**src/rtl/dsp_fifo_pkg.sv**
```systemverilog
// Shared definitions for the DSP-side FIFOs: width helpers, default
// thresholds and the default {A,B} lane-pair entry layout.
package dsp_fifo_pkg;

  localparam int DEF_AWIDTH    = 18;
  localparam int DEF_BWIDTH    = 25;
  localparam int DEF_DEPTH     = 32;
  localparam int DEF_AE_THRESH = 4;
  // almost_full defaults to this many entries below DEPTH
  localparam int DEF_AF_MARGIN = 4;

  // Pointer width: enough bits to address every entry, never zero.
  function automatic int ptr_width(input int depth);
    return (depth > 1) ? $clog2(depth) : 1;
  endfunction

  // Occupancy width: one extra bit so that count == DEPTH is representable.
  function automatic int count_width(input int depth);
    return ptr_width(depth) + 1;
  endfunction

  // Lane A sits in the upper bits, lane B in the lower bits of one entry.
  typedef struct packed {
    logic [DEF_AWIDTH-1:0] a;
    logic [DEF_BWIDTH-1:0] b;
  } entry_t;

endpackage

```
**src/rtl/sync_fifo_ext_if.sv**
```systemverilog
// Handshake and status bundle of the dual-lane FIFO. The producer/consumer
// side uses the master modport, the FIFO itself the slave modport.
interface sync_fifo_ext_if
  import dsp_fifo_pkg::*;
#(
  parameter int AWIDTH = DEF_AWIDTH,
  parameter int BWIDTH = DEF_BWIDTH,
  parameter int DEPTH  = DEF_DEPTH
);
  localparam int CW = count_width(DEPTH);

  logic              flush;
  logic              wr_en;
  logic              rd_en;
  logic [AWIDTH-1:0] a_in;
  logic [BWIDTH-1:0] b_in;
  logic [AWIDTH-1:0] a_out;
  logic [BWIDTH-1:0] b_out;
  logic              empty;
  logic              full;
  logic              almost_empty;
  logic              almost_full;
  logic [CW-1:0]     count;
  logic              overflow;
  logic              underflow;

  modport master (
    output flush, wr_en, rd_en, a_in, b_in,
    input  a_out, b_out, empty, full, almost_empty, almost_full,
           count, overflow, underflow
  );

  modport slave (
    input  flush, wr_en, rd_en, a_in, b_in,
    output a_out, b_out, empty, full, almost_empty, almost_full,
           count, overflow, underflow
  );

endinterface

```
**src/rtl/fifo_ram.sv**
```systemverilog
// Simple dual-port storage: one synchronous write port, one asynchronous
// read port. Contents are plain data and are never reset.
module fifo_ram
  import dsp_fifo_pkg::*;
#(
  parameter int WIDTH = DEF_AWIDTH + DEF_BWIDTH,
  parameter int DEPTH = DEF_DEPTH
) (
  input  logic                        clk,
  input  logic                        we,
  input  logic [ptr_width(DEPTH)-1:0] waddr,
  input  logic [WIDTH-1:0]            wdata,
  input  logic [ptr_width(DEPTH)-1:0] raddr,
  output logic [WIDTH-1:0]            rdata
);

  logic [WIDTH-1:0] mem [DEPTH];

  // Store the incoming entry at the write pointer
  always_ff @(posedge clk) begin
    if (we) mem[waddr] <= wdata;
  end

  assign rdata = mem[raddr];

endmodule

```
**src/rtl/sync_fifo_ext.sv**
```systemverilog
// Dual-lane synchronous FIFO between the DSP front end and the FIR chain.
// Registered count is the single source of truth; every status flag is a
// decode of it, so no request input reaches an output combinationally.
module sync_fifo_ext
  import dsp_fifo_pkg::*;
#(
  parameter int AWIDTH    = DEF_AWIDTH,
  parameter int BWIDTH    = DEF_BWIDTH,
  parameter int DEPTH     = DEF_DEPTH,
  parameter int FWFT      = 0,
  parameter int AF_THRESH = DEPTH - DEF_AF_MARGIN,
  parameter int AE_THRESH = DEF_AE_THRESH
) (
  input  logic             clk,
  input  logic             rst,
  sync_fifo_ext_if.slave   bus
);

  localparam int PW = ptr_width(DEPTH);
  localparam int CW = count_width(DEPTH);
  localparam int EW = AWIDTH + BWIDTH;

  localparam logic [CW-1:0] DEPTH_C = CW'(DEPTH);
  localparam logic [CW-1:0] AF_C    = CW'(AF_THRESH);
  localparam logic [CW-1:0] AE_C    = CW'(AE_THRESH);

  // Parameter sanity, caught at elaboration
  if (DEPTH < 4 || (DEPTH & (DEPTH - 1)) != 0) begin : g_chk_depth
    $error("sync_fifo_ext: DEPTH must be a power of two and at least 4");
  end
  if (AF_THRESH < 1 || AF_THRESH > DEPTH) begin : g_chk_af
    $error("sync_fifo_ext: AF_THRESH must lie in 1..DEPTH");
  end
  if (AE_THRESH < 0 || AE_THRESH > DEPTH - 1) begin : g_chk_ae
    $error("sync_fifo_ext: AE_THRESH must lie in 0..DEPTH-1");
  end
  if (FWFT != 0 && FWFT != 1) begin : g_chk_fwft
    $error("sync_fifo_ext: FWFT must be 0 or 1");
  end

  // Parameterised widths need a module-local copy of the lane-pair layout
  typedef struct packed {
    logic [AWIDTH-1:0] a;
    logic [BWIDTH-1:0] b;
  } lane_pair_t;

  logic [PW-1:0] wr_ptr;
  logic [PW-1:0] rd_ptr;
  logic [CW-1:0] count_r;
  logic          ovf_r;
  logic          unf_r;
  logic          empty_w;
  logic          full_w;
  logic          wr_acc;
  logic          rd_acc;
  lane_pair_t    wr_e;
  lane_pair_t    rd_e;
  logic [EW-1:0] rdata_w;

  assign empty_w = (count_r == '0);
  assign full_w  = (count_r == DEPTH_C);

  // Flush wins over both requests; a write on full is rejected even when a
  // read is accepted in the same cycle.
  assign wr_acc = bus.wr_en && !full_w  && !bus.flush;
  assign rd_acc = bus.rd_en && !empty_w && !bus.flush;

  assign wr_e.a = bus.a_in;
  assign wr_e.b = bus.b_in;
  assign rd_e   = rdata_w;

  fifo_ram #(
    .WIDTH (EW),
    .DEPTH (DEPTH)
  ) u_ram (
    .clk   (clk),
    .we    (wr_acc),
    .waddr (wr_ptr),
    .wdata (wr_e),
    .raddr (rd_ptr),
    .rdata (rdata_w)
  );

  // Pointer and occupancy bookkeeping
  always_ff @(posedge clk or posedge rst) begin
    if (rst) begin
      wr_ptr  <= '0;
      rd_ptr  <= '0;
      count_r <= '0;
    end else if (bus.flush) begin
      wr_ptr  <= '0;
      rd_ptr  <= '0;
      count_r <= '0;
    end else begin
      if (wr_acc) wr_ptr <= wr_ptr + PW'(1);
      if (rd_acc) rd_ptr <= rd_ptr + PW'(1);
      case ({wr_acc, rd_acc})
        2'b10:   count_r <= count_r + CW'(1);
        2'b01:   count_r <= count_r - CW'(1);
        default: count_r <= count_r;
      endcase
    end
  end

  // Sticky error flags, cleared only by reset or flush
  always_ff @(posedge clk or posedge rst) begin
    if (rst) begin
      ovf_r <= 1'b0;
      unf_r <= 1'b0;
    end else if (bus.flush) begin
      ovf_r <= 1'b0;
      unf_r <= 1'b0;
    end else begin
      if (bus.wr_en && full_w)  ovf_r <= 1'b1;
      if (bus.rd_en && empty_w) unf_r <= 1'b1;
    end
  end

  if (FWFT != 0) begin : g_fwft
    // Head of queue is always on the outputs; meaningless while empty
    assign bus.a_out = rd_e.a;
    assign bus.b_out = rd_e.b;
  end else begin : g_regd
    logic [AWIDTH-1:0] a_q;
    logic [BWIDTH-1:0] b_q;

    // Capture the head on an accepted read, hold otherwise (flush included)
    always_ff @(posedge clk or posedge rst) begin
      if (rst) begin
        a_q <= '0;
        b_q <= '0;
      end else if (rd_acc) begin
        a_q <= rd_e.a;
        b_q <= rd_e.b;
      end
    end

    assign bus.a_out = a_q;
    assign bus.b_out = b_q;
  end

  assign bus.count        = count_r;
  assign bus.empty        = empty_w;
  assign bus.full         = full_w;
  assign bus.almost_empty = (count_r <= AE_C);
  assign bus.almost_full  = (count_r >= AF_C);
  assign bus.overflow     = ovf_r;
  assign bus.underflow    = unf_r;

endmodule

```
**src/flat_wrapper.sv**
```systemverilog
// flat-port wrapper written by rule: the top's interface ports become plain ports
module sync_fifo_ext_flat import dsp_fifo_pkg::*;
#(
  parameter int AWIDTH    = DEF_AWIDTH,
  parameter int BWIDTH    = DEF_BWIDTH,
  parameter int DEPTH     = DEF_DEPTH,
  parameter int FWFT      = 0,
  parameter int AF_THRESH = DEPTH - DEF_AF_MARGIN,
  parameter int AE_THRESH = DEF_AE_THRESH
)
  (clk, rst, bus_flush, bus_wr_en, bus_rd_en, bus_a_in, bus_b_in, bus_a_out, bus_b_out, bus_empty, bus_full, bus_almost_empty, bus_almost_full, bus_count, bus_overflow, bus_underflow);
  sync_fifo_ext_if #(.AWIDTH(AWIDTH), .BWIDTH(BWIDTH), .DEPTH(DEPTH)) bus_i ();
  input  logic clk;
  input  logic rst;
  input wire logic [$bits(bus_i.flush)-1:0] bus_flush;
  input wire logic [$bits(bus_i.wr_en)-1:0] bus_wr_en;
  input wire logic [$bits(bus_i.rd_en)-1:0] bus_rd_en;
  input wire logic [$bits(bus_i.a_in)-1:0] bus_a_in;
  input wire logic [$bits(bus_i.b_in)-1:0] bus_b_in;
  output wire logic [$bits(bus_i.a_out)-1:0] bus_a_out;
  output wire logic [$bits(bus_i.b_out)-1:0] bus_b_out;
  output wire logic [$bits(bus_i.empty)-1:0] bus_empty;
  output wire logic [$bits(bus_i.full)-1:0] bus_full;
  output wire logic [$bits(bus_i.almost_empty)-1:0] bus_almost_empty;
  output wire logic [$bits(bus_i.almost_full)-1:0] bus_almost_full;
  output wire logic [$bits(bus_i.count)-1:0] bus_count;
  output wire logic [$bits(bus_i.overflow)-1:0] bus_overflow;
  output wire logic [$bits(bus_i.underflow)-1:0] bus_underflow;
  assign bus_i.flush = bus_flush;
  assign bus_i.wr_en = bus_wr_en;
  assign bus_i.rd_en = bus_rd_en;
  assign bus_i.a_in = bus_a_in;
  assign bus_i.b_in = bus_b_in;
  assign bus_a_out = bus_i.a_out;
  assign bus_b_out = bus_i.b_out;
  assign bus_empty = bus_i.empty;
  assign bus_full = bus_i.full;
  assign bus_almost_empty = bus_i.almost_empty;
  assign bus_almost_full = bus_i.almost_full;
  assign bus_count = bus_i.count;
  assign bus_overflow = bus_i.overflow;
  assign bus_underflow = bus_i.underflow;
  sync_fifo_ext #(.AWIDTH(AWIDTH), .BWIDTH(BWIDTH), .DEPTH(DEPTH), .FWFT(FWFT), .AF_THRESH(AF_THRESH), .AE_THRESH(AE_THRESH)) u_core (.clk(clk), .rst(rst), .bus(bus_i));
endmodule
```
**config.mk**
```make
export PLATFORM = sky130hd
export DESIGN_NAME = sync_fifo_ext_flat
export DESIGN_NICKNAME = d
export VERILOG_FILES = /design/src/rtl/dsp_fifo_pkg.sv /design/src/rtl/sync_fifo_ext_if.sv /design/src/rtl/fifo_ram.sv /design/src/rtl/sync_fifo_ext.sv /design/src/flat_wrapper.sv
export SDC_FILE = /design/constraint.sdc
export NUM_CORES = 1
export LEC_CHECK = 0
export BUFFER_PORTS_ARGS = -buffer_cell sky130_fd_sc_hd__buf_2
export CORE_ASPECT_RATIO = 1.75
export CORE_MARGIN = 3
export CORE_UTILIZATION = 64
export CTS_CLUSTER_DIAMETER = 200
export DETAILED_ROUTE_END_ITERATION = 10
export PLACE_DENSITY = 0.81
export SLEW_MARGIN = 20
export SYNTH_ARGS = -nofsm -noshare
export SYNTH_HDL_FRONTEND = slang
export SYNTH_HIERARCHICAL = 1
export SYNTH_SLANG_ARGS = --single-unit
```
**constraint.sdc**
```tcl
create_clock -name clk -period 12.6 [get_ports clk]
set_clock_uncertainty 0.15 [all_clocks]
set_input_delay 2.52 -clock clk [delete_from_list [all_inputs] [get_ports clk]]
set_output_delay 2.52 -clock clk [all_outputs]
set_load 0.03 [all_outputs]
```
# Word-level counts from Yosys, hierarchy flattened
# Memories as Yosys holds them, arrays and structs flattened. A register that Yosys moved wholly into a read port is not among the register bits.
# Cells that the tools add are included.
dict set report totals {
  input_bits 48
  out_inout_bits 55
  mem_bits_rw 1376
  mem_count 1
  reg_bits 18
}
# memory depth word_bits read_ports rd_clocked_by_memory_dff write_ports line_no
set mem_list {}
lappend mem_list {u_core.u_ram.mem 32 43 1 1 1 fifo_ram.sv:17} ;# logic [WIDTH-1:0] mem [DEPTH];
dict set report op_classes {
  n_mux 12
  order_cmp 2
  add_sub_neg 4
  n_eq_ne 3
  reduce_logical 15
}
# cell n
set ops {}
lappend ops {{$mux 5} 4}
lappend ops {{$pmux 6 s2} 1}
lappend ops {{$add 5x1->5 const B} 2}
lappend ops {{$reduce_bool 2->1} 4}
lappend ops {{$add 6x1->6 const B} 1}
lappend ops {{$eq 6x6->1 const B} 1}
lappend ops {{$ge 6x5->1 const B} 1}
lappend ops {{$le 6x3->1 const B} 1}
lappend ops {{$logic_and 1x1->1} 6}
lappend ops {{$logic_not 6->1} 1}
lappend ops {{$mux 1} 6}
lappend ops {{$mux 6} 1}
lappend ops {{$sub 6x1->6 const B} 1}
lappend ops {{$logic_not 1->1} 3}
lappend ops {{$reduce_bool 3->1} 1}
lappend ops {{$eq 2x1->1 const B} 1}
lappend ops {{$eq 2x2->1 const B} 1}

# Depth between registers and ports, before layout
dict set report depth {
  ltp_word 7
  depth_mapped 9
  depth_no_buf 9
}

# Modules after synthesis
# The synthesis kept the hierarchy.
# mod cells_per_inst n_inst area_per_inst_um2
set modules_own_cells {}
lappend modules_own_cells {fifo_ram 2977 1 53625.2}
lappend modules_own_cells {sync_fifo_ext 193 1 2854.0}

# Worst setup path before layout
# Ideal clock, no wire load.
dict set report synth_timing {
  kind {in2reg}
  from {input port bus_flush}
  to {memory u_core/u_ram/mem[12][0] (netlist bit) (enable)}
  arrival_time_ns 5.496
  stages 5
  path_slack_ns 6.510
  setup_time_ns 0.444
  cell_sequence {clkbuf_1 -> nor3_1 -> or3b_2 -> clkbuf_1 -> nor2_1}
}
dict set report synth_via {
  elab_chain_len 4
}
# element line_no
set synth_lines {}
lappend synth_lines {{from (decl)} flat_wrapper.sv:15} ;# input wire logic [$bits(bus_i.flush)-1:0] bus_flush;
lappend synth_lines {{$logic_not 1->1} sync_fifo_ext.sv:65} ;# assign wr_acc = bus.wr_en && !full_w && !bus.flush;
lappend synth_lines {{$logic_and 1x1->1} sync_fifo_ext.sv:65}
lappend synth_lines {{named net u_core.wr_acc} sync_fifo_ext.sv:54} ;# logic wr_acc;
lappend synth_lines {{$mux 1} fifo_ram.sv:21} ;# if (we) mem[waddr] <= wdata;
lappend synth_lines {{$mux 1 (not written as such)} fifo_ram.sv:21}
lappend synth_lines {{to (decl)} fifo_ram.sv:17}
# The timed path passes the listed nets, and every way through them passes these cells.

# Final worst setup path
dict set report layout_timing {
  from {input port bus_flush}
  to {memory u_core/u_ram/mem[20][32] (netlist bit) (enable)}
}
# The elaborated chain is that of the path after synthesis.

==> flow_summary.yaml <==
outcome:
  status: "completed"
clocking:
  clkLatencyLatePin_ns: 0.72
  cts_buffers: 114
  post_cts_buffers: 0
  cts_hold_buffers: 0
  h-tree-depth: 3
  path_clk_slew_ns: 0.06
  cts_tree: "done"
  cts-root-buf: "clkbuf_16"
  clock-sinks: 1437
  cts.repair.resized: 0
  cts_buffer_depth: 3
placement:
  io_buffers: 102
  post-dp-hpwl_mm: 84.27
  place.gp.congestion: 0.8896
  dpl-instance-area_um2: 57990
global_routing:
  grt-ovfl-total: 0
  first_global_vias: 30370
  antenna_found_initial: 3
  grt_max_degree: 147
  grtUsageTotal_pct: 31.05
  grt_pass1_wl_mm: 205.2
die:
  chipWidth_um: 230.6
  row_count: 143
  fp.dieH_um: 399.0
  pin_count: 103
  start_util_pct: 64.82
  dieArea_um2: 91990
  design.core.area_um2: 87130
cells_and_area:
  multi_input_area_um2: 12670
  fin_nets: 3323
  ff_latch_area_um2: 42850
  fin_util_pct: 70.98
  final_common_cell: "edfxtp_1"
  area_delta_synth_final_pct: 9.513
  n_fill_cell: 5148
  finish.instance_area_um2: 61850
  final_cell_mix: "edfxtp_1, mux2i_1, a21oi_1"
  drive_above_1_share_pct: 12.85
setup_path:
  cp_slowest_cell: "or3b_2"
  cpPeakStageDelay_ns: 0.78
  worstPathArrival_ns: 5.06
  critPathBufInv: 2
  cp_top_family: "simple AND/OR/NAND/NOR gates"
  start_kind: "primary input"
  crit_type: "primary input to flip-flop"
  crit_required_ns: 12.80
  crit_fanout: 32
  path_cells: "buf_2 > nor3_1 > or3b_2 > nor2_4 > buf_4"
  endpoint_kind: "flip-flop"
drt:
  wl_mm: 142.2
  met1_length_mm: 46.22
  post_drt_via_cell_ratio: 6.611
  dr.max_layer_used: "met5"
  routed-wl-met3_mm: 10.05
  dr_total_vias: 29910
  dr_wl_met2_mm: 73.80
  drc: 0
  antenna_left: 0
  wire_per_inst_um: 31.43
  drt_iter0_drc: 3584
  dr.pass1.iters: 6
timing:
  hold_viol_final: 0
  rsz0062_at_grt: "no"
  setup_viol: 0
  totalNegativeSetupSlack_ns: 0
  maxSlewHeadroom_pct: 23.11
  drv_slew: 0
  worst_pin_slew_ns: 1.153
  post-route-min-period_ns: 4.857
  timing.fmax_mhz: 205.9
  finalCritPeriodShare_pct: 38.55
synth:
  ys_ff_latch: 1437
  syn_avg_cell_area_um2: 17.82
  synth_nets: 3225
  ys_types: 49
  async_flop_share_pct: 4.245
  ys_seq_area_share_pct: 75.86
  syn_area_um2: 56480
  synth-main-ff-cell: "edfxtp_1"
  synth_edf_count: 1376
  ys_warn_count: 6
  netlist_instances: 3170
power:
  clkPwrFrac_pct: 32.4
  p_leak_nw: 19.93
  p_seq_share_pct: 48.1
  power_switching_w: 0.003111
  p_per_area_nw_per_um2: 183.2
  switching_share_pct: 27.45
  pwr-share-comb_pct: 19.5
  power.internal_w: 0.008222
  ir_worst_vdd_mv: 0.1642
run:
  maxCapViolCount: 0
worst_hold_path:
  worstHoldPathType: "flip-flop to flip-flop"
[area by class of cell]
| type | count | area share [%] |
|---|---|---|
| Clock inverter | 70 | 1.289 |
| Timing Repair Buffer | 160 | 1.651 |
| Sequential cell | 1437 | 69.28 |
| Antenna cell | 1 | 0.004046 |
| Tap cell | 1160 | 2.347 |
| Clock buffer | 141 | 4.940 |
| Multi-Input combinational cell | 1553 | 20.48 |
| Inverter | 2 | 0.01416 |
[power by group through the flow]
stage	logic [W]	clock network, W	registers (W)
floorplan	0.00143	0	0.00567
global placement	0.00214	0	0.00556
detailed placement	0.00218	0	0.00556
CTS	0.00219	0.00370	0.00546
global route	0.00228	0.00389	0.00547
finish	0.00221	0.00367	0.00546
[stage by stage]
stage / worst slack [ns] / total power, W / instances / hold slack (ns)
finish: 7.743 / 0.01133 / 4524 / 0.3587
CTS: 7.792 / 0.01135 / 4523 / 0.3627
floorplan: 6.510 / 0.007101 / 3170 / 0.4013
global placement: 7.137 / 0.007694 / 4310 / 0.3407
global route: 7.699 / 0.01164 / 4523 / 0.3738
detailed placement: 7.065 / 0.007739 / 4312 / 0.3424
[worst paths after layout]
path                            slack (ns)                  from                        to  depth (start not counted)
worst min-delay path                  0.36  u_core/bus.a_out[12]      u_core/bus.a_out[12]                          1
worst max register to register        7.85      u_core/rd_ptr[0]       u_core/bus.a_out[9]                          8
max in group asynchronous             9.28                   rst          u_core/rd_ptr[0]                          3
min in group asynchronous             1.65                   rst       u_core/bus.a_out[9]                          2
worst max-delay path                  7.74             bus_flush  u_core/u_ram/mem[20][32]                          5
worst min register to register        0.36  u_core/bus.a_out[12]      u_core/bus.a_out[12]                          1
[cells in the mapped netlist, types with 10 or more instances]
library cell  number  share of area [%]
a21oi_1          135                1.2
buf_6             34               0.68
nand3_1          131                1.2
dfrtp_1           61                2.7
nor2_1            52               0.35
clkbuf_1          43               0.29
edfxtp_1        1376                 73
buf_8             10               0.27
a22o_1            86                1.3
a22oi_1          129                1.7
mux2_4            40                1.1
a31oi_1           43               0.48
buf_4             35               0.47
buf_2             51               0.45
nand2_1          135               0.90
nor3_1            46               0.41
mux2i_1          693                 12
[state kept, by name, indices dropped and copies added (netlist names)]
signal	count
u_core/bus.overflow	1
u_core/u_ram/mem	1376
u_core/wr_ptr	5
u_core/rd_ptr	5
u_core/bus.b_out	25
u_core/bus.count	6
u_core/bus.underflow	1
u_core/bus.a_out	18
[worst register-to-register path, stage by stage, from the launching register on]
cell and delay, ns:
dfrtp_4 0.93, buf_4 0.90, buf_4 0.91, mux2i_1 0.25, a22o_1 0.29, nor3_1 0.76
a31oi_1 0.22, nand3_1 0.15, mux2_4 0.15
[metal layers]
metal	vias to the layer above	track usage (%)
met1	15200	35.23
met5	-	0
met3	366	4.480
met4	4	22.74
met2	1612	53.70
li1	12720	-
[cells by family (layout without fill, tap and decap cells)]
group	Yosys count	count (layout)	synth area share, %
DFF	1437	1437	75.86
muxes	737	737	13.42
AOI/OAI and AO/OA	404	404	4.909
and+or+nand+nor	393	393	3.217
buffers and inverters	180	373	2.200
xor gates and xnor gates	12	12	0.2193
adders and majority gates	7	7	0.1684
other	0	1	0
Power figures use the tool's default switching activity.
